**src/rtl/regfile_scoreboard.sv**
```systemverilog
// regfile_scoreboard: issue-side RAW/saturation scoreboard that also owns the register-file write port.
// Ports: clk, rst (sync, active-high); issue_valid/issue_rs/issue_rt/issue_rd/issue_wr in, stall out;
//        wb_valid/wb_addr/wb_data in; rf_write/rf_waddr/rf_wdata out to the register file;
//        ready out (block accepting issue); sb_err out (sticky protocol error, cleared by rst).
// Option: define REGFILE_SCOREBOARD_INIT_EN to zero registers 1..31 after reset before issue opens.
module regfile_scoreboard #(
  parameter int CNT_W = 2
) (
  input  logic        clk,
  input  logic        rst,
  input  logic        issue_valid,
  input  logic [4:0]  issue_rs,
  input  logic [4:0]  issue_rt,
  input  logic [4:0]  issue_rd,
  input  logic        issue_wr,
  output logic        stall,
  input  logic        wb_valid,
  input  logic [4:0]  wb_addr,
  input  logic [31:0] wb_data,
  output logic        rf_write,
  output logic [4:0]  rf_waddr,
  output logic [31:0] rf_wdata,
  output logic        ready,
  output logic        sb_err
);
  logic [31:0][CNT_W-1:0] cnt, cnt_nxt;
  logic inc_en, dec_en, same, underflow, wb_drop;
`ifdef REGFILE_SCOREBOARD_INIT_EN
  typedef enum logic {INIT, RUN} state_t;
  state_t state;
  logic [4:0] sweep;
  // ready is a registered copy of state==RUN so stall never sees a glitchy decode
  always_ff @(posedge clk)
    if (rst) begin
      state <= INIT;
      sweep <= 5'd1;
      ready <= 1'b0;
    end else if (state == INIT) begin
      sweep <= sweep + 5'd1;
      if (sweep == 5'd31) begin
        state <= RUN;
        ready <= 1'b1;
      end
    end
  assign rf_write = ready ? wb_valid : 1'b1;
  assign rf_waddr = ready ? wb_addr : sweep;
  assign rf_wdata = ready ? wb_data : 32'd0;
`else
  assign ready = 1'b1;
  assign rf_write = wb_valid;
  assign rf_waddr = wb_addr;
  assign rf_wdata = wb_data;
`endif
  // hazards use start-of-cycle counts; a same-cycle writeback only releases next cycle
  assign stall = !ready || (issue_valid && (
                   (issue_rs != 5'd0 && cnt[issue_rs] != '0) ||
                   (issue_rt != 5'd0 && cnt[issue_rt] != '0) ||
                   (issue_wr && issue_rd != 5'd0 && cnt[issue_rd] == '1)));
  assign inc_en = issue_valid && !stall && issue_wr && issue_rd != 5'd0;
  assign dec_en = ready && wb_valid && wb_addr != 5'd0;
  assign same = inc_en && dec_en && issue_rd == wb_addr;
  assign underflow = dec_en && cnt[wb_addr] == '0;
  assign wb_drop = !ready && wb_valid;
  // an increment and decrement on the same register cancel; an orphan decrement floors at zero
  always_comb begin
    cnt_nxt = cnt;
    if (inc_en && !same) cnt_nxt[issue_rd] = cnt[issue_rd] + CNT_W'(1);
    if (dec_en && !same && !underflow) cnt_nxt[wb_addr] = cnt[wb_addr] - CNT_W'(1);
  end
  always_ff @(posedge clk)
    if (rst) begin
      cnt <= '0;
      sb_err <= 1'b0;
    end else begin
      cnt <= cnt_nxt;
      sb_err <= sb_err | underflow | wb_drop;
    end
endmodule

```
**config.mk**
```make
export PLATFORM = sky130hd
export DESIGN_NAME = regfile_scoreboard
export DESIGN_NICKNAME = d
export VERILOG_FILES = /design/src/rtl/regfile_scoreboard.sv
export SDC_FILE = /design/constraint.sdc
export NUM_CORES = 1
export LEC_CHECK = 0
export BUFFER_PORTS_ARGS = -buffer_cell sky130_fd_sc_hd__buf_2
export CORE_MARGIN = 2
export CORE_UTILIZATION = 55
export CTS_CLUSTER_DIAMETER = 150
export DETAILED_ROUTE_END_ITERATION = 10
export HOLD_SLACK_MARGIN = 0.1
export PLACE_DENSITY = 0.78
export RECOVER_POWER = 25
export SLEW_MARGIN = 10
export SYNTH_ARGS = -nofsm -noshare
export SYNTH_HDL_FRONTEND = slang
export SYNTH_SLANG_ARGS = --single-unit
```
**constraint.sdc**
```tcl
create_clock -name clk -period 5.2 [get_ports clk]
set_input_delay 0.26 -clock clk [delete_from_list [all_inputs] [get_ports clk]]
set_output_delay 0.26 -clock clk [all_outputs]
set_load 0.02 [all_outputs]
```
==> results.py, run 1 <==
metrics = {
    "run_status": {
        "outcome": "finished clean",
    },
    "worst_setup_path": {
        "r2r_end": "cnt[60]",
        "crit_chain": "buf_2 -> mux4_2 -> a22oi_1 -> and4_1 -> inv_1 -> ha_1 -> a32oi_1 -> nand3_1 -> or2_1 -> buf_4 -> o21a_1 -> buf_2",
        "critPathMaxStageDelay_ns": 0.57,
        "ff2ff_path_depth": 12,
        "path_delay_family": "buffers and inverters",
        "worstSetupStartpointType": "input pin",
        "required_ns": 4.94,
        "cp_slowest_cell": "mux4_2",
        "cp_common_cell": "buf_2",
        "critPathKind": "input pin to output port",
        "worstSetupEndpointType": "output port",
        "critical_path_arrival_ns": 3.66,
        "critPathMaxFanout": 21,
        "path_depth": 12,
        "rrSetupSlack_ns": 1.41,
        "path_buf_inv": 4,
        "r2r_start": "cnt[54]",
    },
    "cts": {
        "insertion_delay_ns": 0.37,
        "root_buffer": "clkbuf_8",
        "clk_pin_slew_ns": 0.06,
        "cts_max_path_buffers": 2,
        "cts_sinks": 65,
        "cts_hold_buf": 0,
        "post_cts_buffers": 0,
        "htreeDepth": 3,
        "post_cts_resized": 0,
        "cts_tree": "yes",
        "numCtsBuffers": 9,
    },
    "power_and_ir_drop": {
        "switchingPower_mw": 0.350,
        "p_leak_nw": 1.94,
        "clkPwrFrac_pct": 38.9,
        "p_seq_share_pct": 43.9,
        "p_int_mw": 0.793,
        "ir_drop_uv": 188,
        "power_density_mw_per_mm2": 192,
        "swShare_pct": 30.6,
        "comb_power_share_pct": 17.1,
    },
    "logic_synthesis": {
        "synth_edf_count": 0,
        "netlist_instances": 677,
        "synth_area_per_cell_um2": 8.73,
        "yosysMostFrequentCell": "dfxtp_1",
        "yosysTopAreaCell": "dfxtp_1",
        "synthFlopType": "dfxtp_1",
        "synth_area_leaders": "dfxtp_1 22%, mux4_2 13%, a221oi_1 5.9%",
        "synth-seq-cells": 65,
        "synthDistinctLibCells": 63,
        "yosys_warnings": 0,
        "synthArstFlopShare_pct": 0,
        "ys_seq_area_share_pct": 22.0,
        "syn-cell-area_mm2": 0.00591,
        "synth_top_cells_by_count": "65 x dfxtp_1, 62 x nand3_1, 41 x buf_4",
        "synth_top_area_share_pct": 22.0,
        "syn-num-nets": 736,
    },
    "placed_design": {
        "gp_congestion": 1.02,
        "port_buffers": 32,
        "dp_hpwl_um": 14600,
    },
    "drt": {
        "viasPerCell": 7.92,
        "drcViolationCount": 0,
        "drt-initial-drc-count": 819,
        "drt-wirelength-per-cell_um": 26.4,
        "postRouteAntennaNets": 0,
        "wl_um": 20400,
        "vias": 6100,
        "first_pass_iters": 6,
    },
    "die": {
        "die_w_um": 108,
        "die_y_um": 108,
        "die_area_mm2": 0.0116,
        "ioPinCount": 98,
        "initial_core_util_pct": 57.0,
        "num_rows": 37,
        "core_mm2": 0.0104,
    },
    "sta": {
        "hold_viol_final": 0,
        "slew_viol_final": 0,
        "fin_skew_ns": 0.0199,
        "slew_headroom_pct": 18.3,
        "max_freq_mhz": 255,
        "holdWs_ns": 0.462,
        "period_share_pct": 75.3,
        "setup_viol": 0,
        "rsz0062_at_grt": "no",
        "worst_pin_slew_ns": 1.23,
        "period_minus_slack_ns": 3.92,
        "setup_tns_ns": 0,
    },
    "grt": {
        "grt_pass1_vias": 5487,
        "grtUsageTotal_pct": 35.7,
        "grt_pass1_wl_um": 31500,
        "grt_remaining_overflow": 0,
        "antenna_found_initial": 0,
        "grt_start_max_net_pins": 66,
    },
    "layout": {
        "area_growth_syn_to_layout_pct": 0.826,
        "diodes": 0,
        "nNetsFinal": 688,
        "final_util_pct": 57.4,
        "layout-drive-gt1-share_pct": 23.0,
    },
    "worst_hold_path": {
        "hold_start": "wb_addr[4]",
        "hp-class": "input pin to flop",
        "min_to": "cnt[5]",
        "hold_depth": 4,
    },
    "flow_run": {
        "drv_cap": 0,
    },
}
power groups by stage:
stage / clock network (mW) / registers, mW / logic (mW)
after global routing: 0.468 / 0.502 / 0.207
after CTS: 0.448 / 0.502 / 0.189
after global placement: 0 / 0.513 / 0.185
after floorplan: 0 / 0.513 / 0.184
after detailed placement: 0 / 0.513 / 0.188
final: 0.445 / 0.502 / 0.196
layer usage:
metal	vias up	routed length (um)	track usage (%)	share of wire (%)
li1	2527	-	-	-
met1	2947	7940	50.8	39
met2	546	8710	51.3	43
met3	80	2970	9.75	15
met4	0	739	13.5	3.6
met5	-	0	0	0
worst reg2reg max path, delay by kind of cell, from the launching register on:
| family | cells | cell delay (ns) |
|---|---|---|
| adders and majority gates | 1 | 0.19 |
| buffers and inverters | 2 | 0.42 |
| muxes | 2 | 0.63 |
| and+or+nand+nor | 4 | 1.37 |
| DFF | 1 | 0.39 |
| AOI/OAI and AO/OA | 3 | 0.68 |
sequential cells by signal (all words and copies together), names as in the netlist:
register  count
cnt          64
sb_err        1
stage by stage:
step	worst slack [ns]	power, mW	area, um2	cells
6_report	1.28	1.14	5960	770
2_1_floorplan	1.52	0.697	5910	677
3_5_place_dp	0.991	0.701	5760	754
4_1_cts	1.30	1.14	5960	770
3_3_place_gp	1.11	0.698	5760	754
5_1_grt	1.04	1.18	5960	770
layout by cell type, fill, tap and decap left out, drive strengths merged, types with 8 or more instances in the layout:
master and instances:
nor3b 12, dfxtp 65, a221oi 40, nor3 41
a21bo 13, o31ai 10, a21o 8, nand2 25
mux4 34, nor2 25, buf 52, a22oi 12
and2 13, and3 9, a31oi 24, clkbuf 11
nand3 62, a21oi 27, mux2i 34, a31o 12
o21ai 14
logic make-up after synthesis:
family / count (synthesis) / share of synthesized area (%)
simple gates: 227 / 22.7
compound gates: 191 / 24.0
buf+inv: 117 / 11.1
mux: 69 / 18.9
flops: 65 / 22.0
xor+xnor: 5 / 0.741
fa+ha+maj: 2 / 0.423
other cells: 1 / 0.0635
final cells by class:
class / count / area, um2
clock buffers: 11 / 141
clock inverters: 5 / 55.1
fillers: 978 / 4410
inverters: 6 / 22.5
multi-input cells: 495 / 3960
flip-flops and latches: 65 / 1300
well taps: 136 / 170
repair buffers: 52 / 310
how the worst max path moves through the flow:
stage | start | end | slack [ns]
after floorplan | issue_rd[0] | cnt[3] | 1.52
after global placement | issue_rd[0] | cnt[60] | 1.11
after detailed placement | issue_rd[0] | cnt[60] | 0.99
after CTS | issue_rd[0] | stall | 1.30
after global routing | issue_rd[0] | stall | 1.04
final | issue_rd[0] | stall | 1.28
Note: power is estimated with default switching activity, not from simulation.
==> inputs of run 2 (changes only) <==
==> constraint.sdc (replaced) <==
create_clock -name clk -period 3.7 [get_ports clk]
set_input_delay 0.185 -clock clk [delete_from_list [all_inputs] [get_ports clk]]
set_output_delay 0.185 -clock clk [all_outputs]
set_load 0.02 [all_outputs]
==> results.py, run 2 (synthesis gave the netlist of run 1 again) <==
metrics = {
    "layout": {
        "reg_top3": "cnt (64), sb_err (1)",
        "final_util_pct": 60.1,
        "stdcell_count": 798,
        "area_growth_syn_to_layout_pct": 5.40,
        "final_common_cell": "dfxtp_1",
        "diodes": 0,
        "layout-drive-gt1-share_pct": 26.3,
        "largest_register_ffs": 64,
        "layout_common_cells": "65 x dfxtp_1, 62 x nand3_1, 45 x buf_4",
        "nNetsFinal": 716,
        "regMostFlops": "cnt",
    },
    "grt": {
        "grt.busiest_layer": "met2",
        "use_met2_pct": 55.0,
        "antenna_found_initial": 0,
        "met3_usage_pct": 7.93,
        "grt_pass1_vias": 5630,
        "grt_remaining_overflow": 0,
        "grtUsageTotal_pct": 38.3,
        "use_met1_pct": 54.3,
        "grt_pass1_wl_um": 33400,
        "grt_start_max_net_pins": 66,
    },
    "cts": {
        "cts_max_path_buffers": 2,
        "insertion_delay_ns": 0.36,
        "cts_sinks": 65,
        "post_cts_buffers": 0,
        "htreeDepth": 3,
        "cts_hold_buf": 0,
        "root_buffer": "clkbuf_8",
        "numCtsBuffers": 9,
        "cts_tree": "yes",
        "clk_pin_slew_ns": 0.08,
        "post_cts_resized": 0,
    },
    "die": {
        "core_mm2": 0.0104,
        "num_rows": 37,
        "die_y_um": 108,
        "die_area_mm2": 0.0116,
        "ioPinCount": 98,
        "initial_core_util_pct": 57.0,
        "die_w_um": 108,
    },
    "sta": {
        "fin_skew_ns": 0.00676,
        "worst_slack_ns": 0.245,
        "slew_headroom_pct": 15.2,
        "setup_viol": 0,
        "hold_viol_final": 0,
        "period_share_pct": 93.4,
        "slew_viol_final": 0,
        "setup_tns_ns": 0,
        "max_freq_mhz": 289,
        "rsz0062_at_grt": "no",
        "period_minus_slack_ns": 3.46,
        "worst_pin_slew_ns": 1.27,
    },
    "worst_setup_path": {
        "crit_chain": "mux4_2 -> a22oi_1 -> and3_1 -> nand4_1 -> inv_1 -> ha_1 -> nor4bb_2 -> and3_1 -> a221oi_1",
        "critical_path_arrival_ns": 3.62,
        "path_buf_inv": 1,
        "worstSetupEndpointType": "flop",
        "path_delay_family": "simple AND/OR/NAND/NOR gates",
        "r2r_start": "cnt[16]",
        "critPathKind": "flop to flop",
        "critPathMaxFanout": 9,
        "r2r_end": "cnt[60]",
        "cp_common_cell": "and3_1",
        "crit_start": "cnt[16]",
        "rrSetupSlack_ns": 0.24,
        "critPathMaxStageDelay_ns": 0.91,
        "required_ns": 3.87,
        "cp_slowest_cell": "nor4bb_2",
        "path_depth": 9,
        "worstSetupStartpointType": "flop",
        "ff2ff_path_depth": 9,
        "endpoint": "cnt[60]",
    },
    "drt": {
        "wl_um": 21800,
        "drt-initial-drc-count": 956,
        "first_pass_iters": 6,
        "drt-wirelength-per-cell_um": 27.3,
        "vias": 6156,
        "drcViolationCount": 0,
        "viasPerCell": 7.71,
        "postRouteAntennaNets": 0,
    },
    "placed_design": {
        "port_buffers": 32,
        "placed_cells": 782,
        "dp_hpwl_um": 15900,
        "pre_cts_ws_ns": 0.0315,
        "gp_congestion": 1.05,
    },
    "run_status": {
        "outcome": "finished clean",
    },
    "worst_hold_path": {
        "hold_depth": 0,
        "hp-class": "input pin to output port",
    },
    "power_and_ir_drop": {
        "ir_drop_uv": 197,
        "power_density_mw_per_mm2": 271,
        "finalPower_mw": 1.69,
        "p_leak_nw": 2.10,
    },
    "flow_run": {
        "drv_cap": 0,
    },
}
==> run 2: cell count changes in the layout (fill, tap and decap cells not counted), sizes merged <==
cell / before / now
buf: 52 / 80
bufinv: 1 / 2
clkbuf: 11 / 12
clkinv: 2 / 0
clkinvlp: 2 / 1
inv: 6 / 7
==> run 2: through the flow <==
stage | cell area [um2] | hold slack, ns
floorplan | 5910 | 0.451
global placement | 6010 | 0.370
detailed placement | 6010 | 0.370
CTS | 6220 | 0.370
global route | 6230 | 0.370
finish | 6230 | 0.370
==> run 2: final cells by class <==
class / count / area, um2
multi-input cells: 495 / 3960
clock inverters: 4 / 76.3
inverters: 6 / 22.5
fillers: 944 / 4140
flip-flops and latches: 65 / 1300
clock buffers: 12 / 135
repair buffers: 80 / 558
well taps: 136 / 170
==> run 2: worst register-to-register path, stage by stage, from the launching register on <==
cell and delay (ns):
dfxtp_1 0.50, mux4_2 0.34, a22oi_1 0.10, and3_1 0.24
nand4_1 0.10, inv_1 0.05, ha_1 0.31, nor4bb_2 0.91
and3_1 0.54, a221oi_1 0.17
==> run 2: where the power goes <==
part	internal [mW]	switching (mW)
Combinational	0.102	0.205
Clock	0.383	0.295
Sequential	0.702	0.00360
Total	1.19	0.503
==> run 2: worst min path at each step <==
stage,endpoint,from
after global routing,rf_wdata[5],wb_data[5]
after CTS,rf_wdata[9],wb_data[9]
after global placement,rf_wdata[9],wb_data[9]
final,rf_wdata[15],wb_data[15]
after detailed placement,rf_wdata[9],wb_data[9]
after floorplan,cnt[0],cnt[0]
==> run 2: routing by layer <==
metal  vias up  share of wire (%)
met5         -                  0
met4         0                5.0
met3        89                 15
met2       550                 43
met1      2942                 38
li1       2575                  -
==> inputs of run 3 (changes only) <==
==> constraint.sdc (replaced) <==
create_clock -name clk -period 3.35 [get_ports clk]
set_input_delay 0.1675 -clock clk [delete_from_list [all_inputs] [get_ports clk]]
set_output_delay 0.1675 -clock clk [all_outputs]
set_load 0.05 [all_outputs]
==> results.py, run 3 (synthesis gave the netlist of run 1 again) <==
metrics = {
    "drt": {
        "postRouteAntennaNets": 0,
        "viasPerCell": 7.58,
        "drt-wirelength-per-cell_um": 27.4,
        "first_pass_iters": 6,
        "vias": 6583,
        "wl_um": 23800,
        "drt-initial-drc-count": 1010,
        "drcViolationCount": 0,
    },
    "layout": {
        "regMostFlops": "cnt",
        "layout_common_cells": "117 x buf_4, 64 x dfxtp_1, 62 x nand3_1",
        "area_growth_syn_to_layout_pct": 16.5,
        "final_common_cell": "buf_4",
        "final_util_pct": 66.4,
        "reg_top3": "cnt (64), sb_err (1)",
        "register_area_mm2": 0.00130,
        "nNetsFinal": 788,
        "layout-drive-gt1-share_pct": 36.5,
        "diodes": 0,
        "multi_input_area_mm2": 0.00410,
        "fillers": 892,
        "stdcell_count": 868,
        "largest_register_ffs": 64,
    },
    "power_and_ir_drop": {
        "p_leak_nw": 2.49,
        "finalPower_mw": 1.91,
        "ir_drop_uv": 189,
        "power_density_mw_per_mm2": 278,
    },
    "die": {
        "die_w_um": 108,
        "die_area_mm2": 0.0116,
        "core_mm2": 0.0104,
        "die_y_um": 108,
        "num_rows": 37,
        "initial_core_util_pct": 57.0,
        "ioPinCount": 98,
    },
    "worst_setup_path": {
        "critPathKind": "flop to output port",
        "critPathMaxFanout": 17,
        "rrSetupSlack_ns": 0.03,
        "cp_slowest_cell": "mux4_2",
        "critPathMaxStageDelay_ns": 0.52,
        "critical_path_arrival_ns": 3.16,
        "worstSetupStartpointType": "flop",
        "required_ns": 3.18,
        "crit_chain": "mux4_2 -> a22oi_1 -> and4_1 -> inv_1 -> ha_1 -> a32oi_1 -> nand3_1 -> or2_1 -> buf_6 -> o21a_1 -> buf_4",
        "worstSetupEndpointType": "output port",
    },
    "grt": {
        "grt_pass1_wl_um": 35900,
        "grt_start_max_net_pins": 62,
        "grt_pass1_vias": 6115,
        "grtUsageTotal_pct": 41.7,
        "antenna_found_initial": 1,
        "grt_remaining_overflow": 0,
    },
    "sta": {
        "slew_viol_final": 0,
        "period_share_pct": 99.2,
        "period_minus_slack_ns": 3.32,
        "worst_slack_ns": 0.0269,
        "max_freq_mhz": 301,
        "hold_viol_final": 0,
        "holdWs_ns": 0.335,
        "rsz0062_at_grt": "yes",
        "slew_headroom_pct": 15.8,
        "worst_pin_slew_ns": 1.26,
        "fin_skew_ns": 0.0144,
        "setup_viol": 0,
    },
    "cts": {
        "clk_pin_slew_ns": 0.07,
        "insertion_delay_ns": 0.37,
        "cts_hold_buf": 0,
        "htreeDepth": 3,
        "cts_sinks": 65,
        "numCtsBuffers": 9,
        "cts_max_path_buffers": 2,
        "root_buffer": "clkbuf_8",
        "cts_tree": "yes",
    },
    "placed_design": {
        "dp_hpwl_um": 17800,
        "port_buffers": 32,
        "gp_congestion": 1.06,
        "placed_cells": 849,
        "pre_cts_ws_ns": -0.354,
    },
    "worst_hold_path": {
        "hp-class": "input pin to output port",
    },
    "flow_run": {
        "drv_cap": 0,
    },
    "run_status": {
        "outcome": "finished clean",
    },
}
==> run 3: timing repair <==
action | 4_1_cts | 5_1_grt
setup endpoints to repair | 9 | 61
pin swaps | 0 | 12
gates resized for setup | 2 | 34
buffers inserted | 0 | 5
==> run 3: layout make-up <==
class	count	share of cell area, %
inverters	6	0.327
flip-flops and latches	65	18.9
clock buffers	12	2.40
multi-input cells	495	59.6
clock inverters	2	0.545
well taps	136	2.47
repair buffers	152	15.7
==> run 3: through the flow <==
| step | area [um2] | setup TNS (ns) |
|---|---|---|
| after global placement | 6470 | -14.00 |
| after global routing | 6880 | -2.05 |
| after CTS | 6690 | 0 |
| after floorplan | 5910 | -0.0152 |
| after detailed placement | 6470 | -17.19 |
| final | 6880 | 0 |
==> run 3: worst max-delay path: cells and delay by family (launching register included) <==
family,cells,cell delay (ns)
AO/OA/AOI/OAI,3,0.61
adder cells (fa/ha/maj),1,0.20
buffers and inverters,3,0.44
flip-flops,1,0.36
multiplexers,1,0.52
AND/OR/NAND/NOR,3,0.66
==> run 3: where the power goes <==
part	switching (mW)	internal [mW]
Sequential	0.00223	0.775
Clock	0.336	0.397
Combinational	0.264	0.136
==> run 3: metal layers <==
layer	up-vias	share of wire [%]	track usage, %	routed length [um]
met5	-	0	0	0
li1	2723	-	-	-
met2	588	43	61.4	10200
met3	126	14	11.1	3440
met4	0	5.2	19.2	1250
met1	3146	37	57.0	8860
==> run 3: final timing paths <==
check                           startpoint           to  depth (start not counted)
worst min register to register      sb_err       sb_err                          2
worst max register to register     cnt[34]      cnt[13]                         13
worst max-delay path               cnt[34]        stall                         11
worst min-delay path            wb_data[0]  rf_wdata[0]                          0
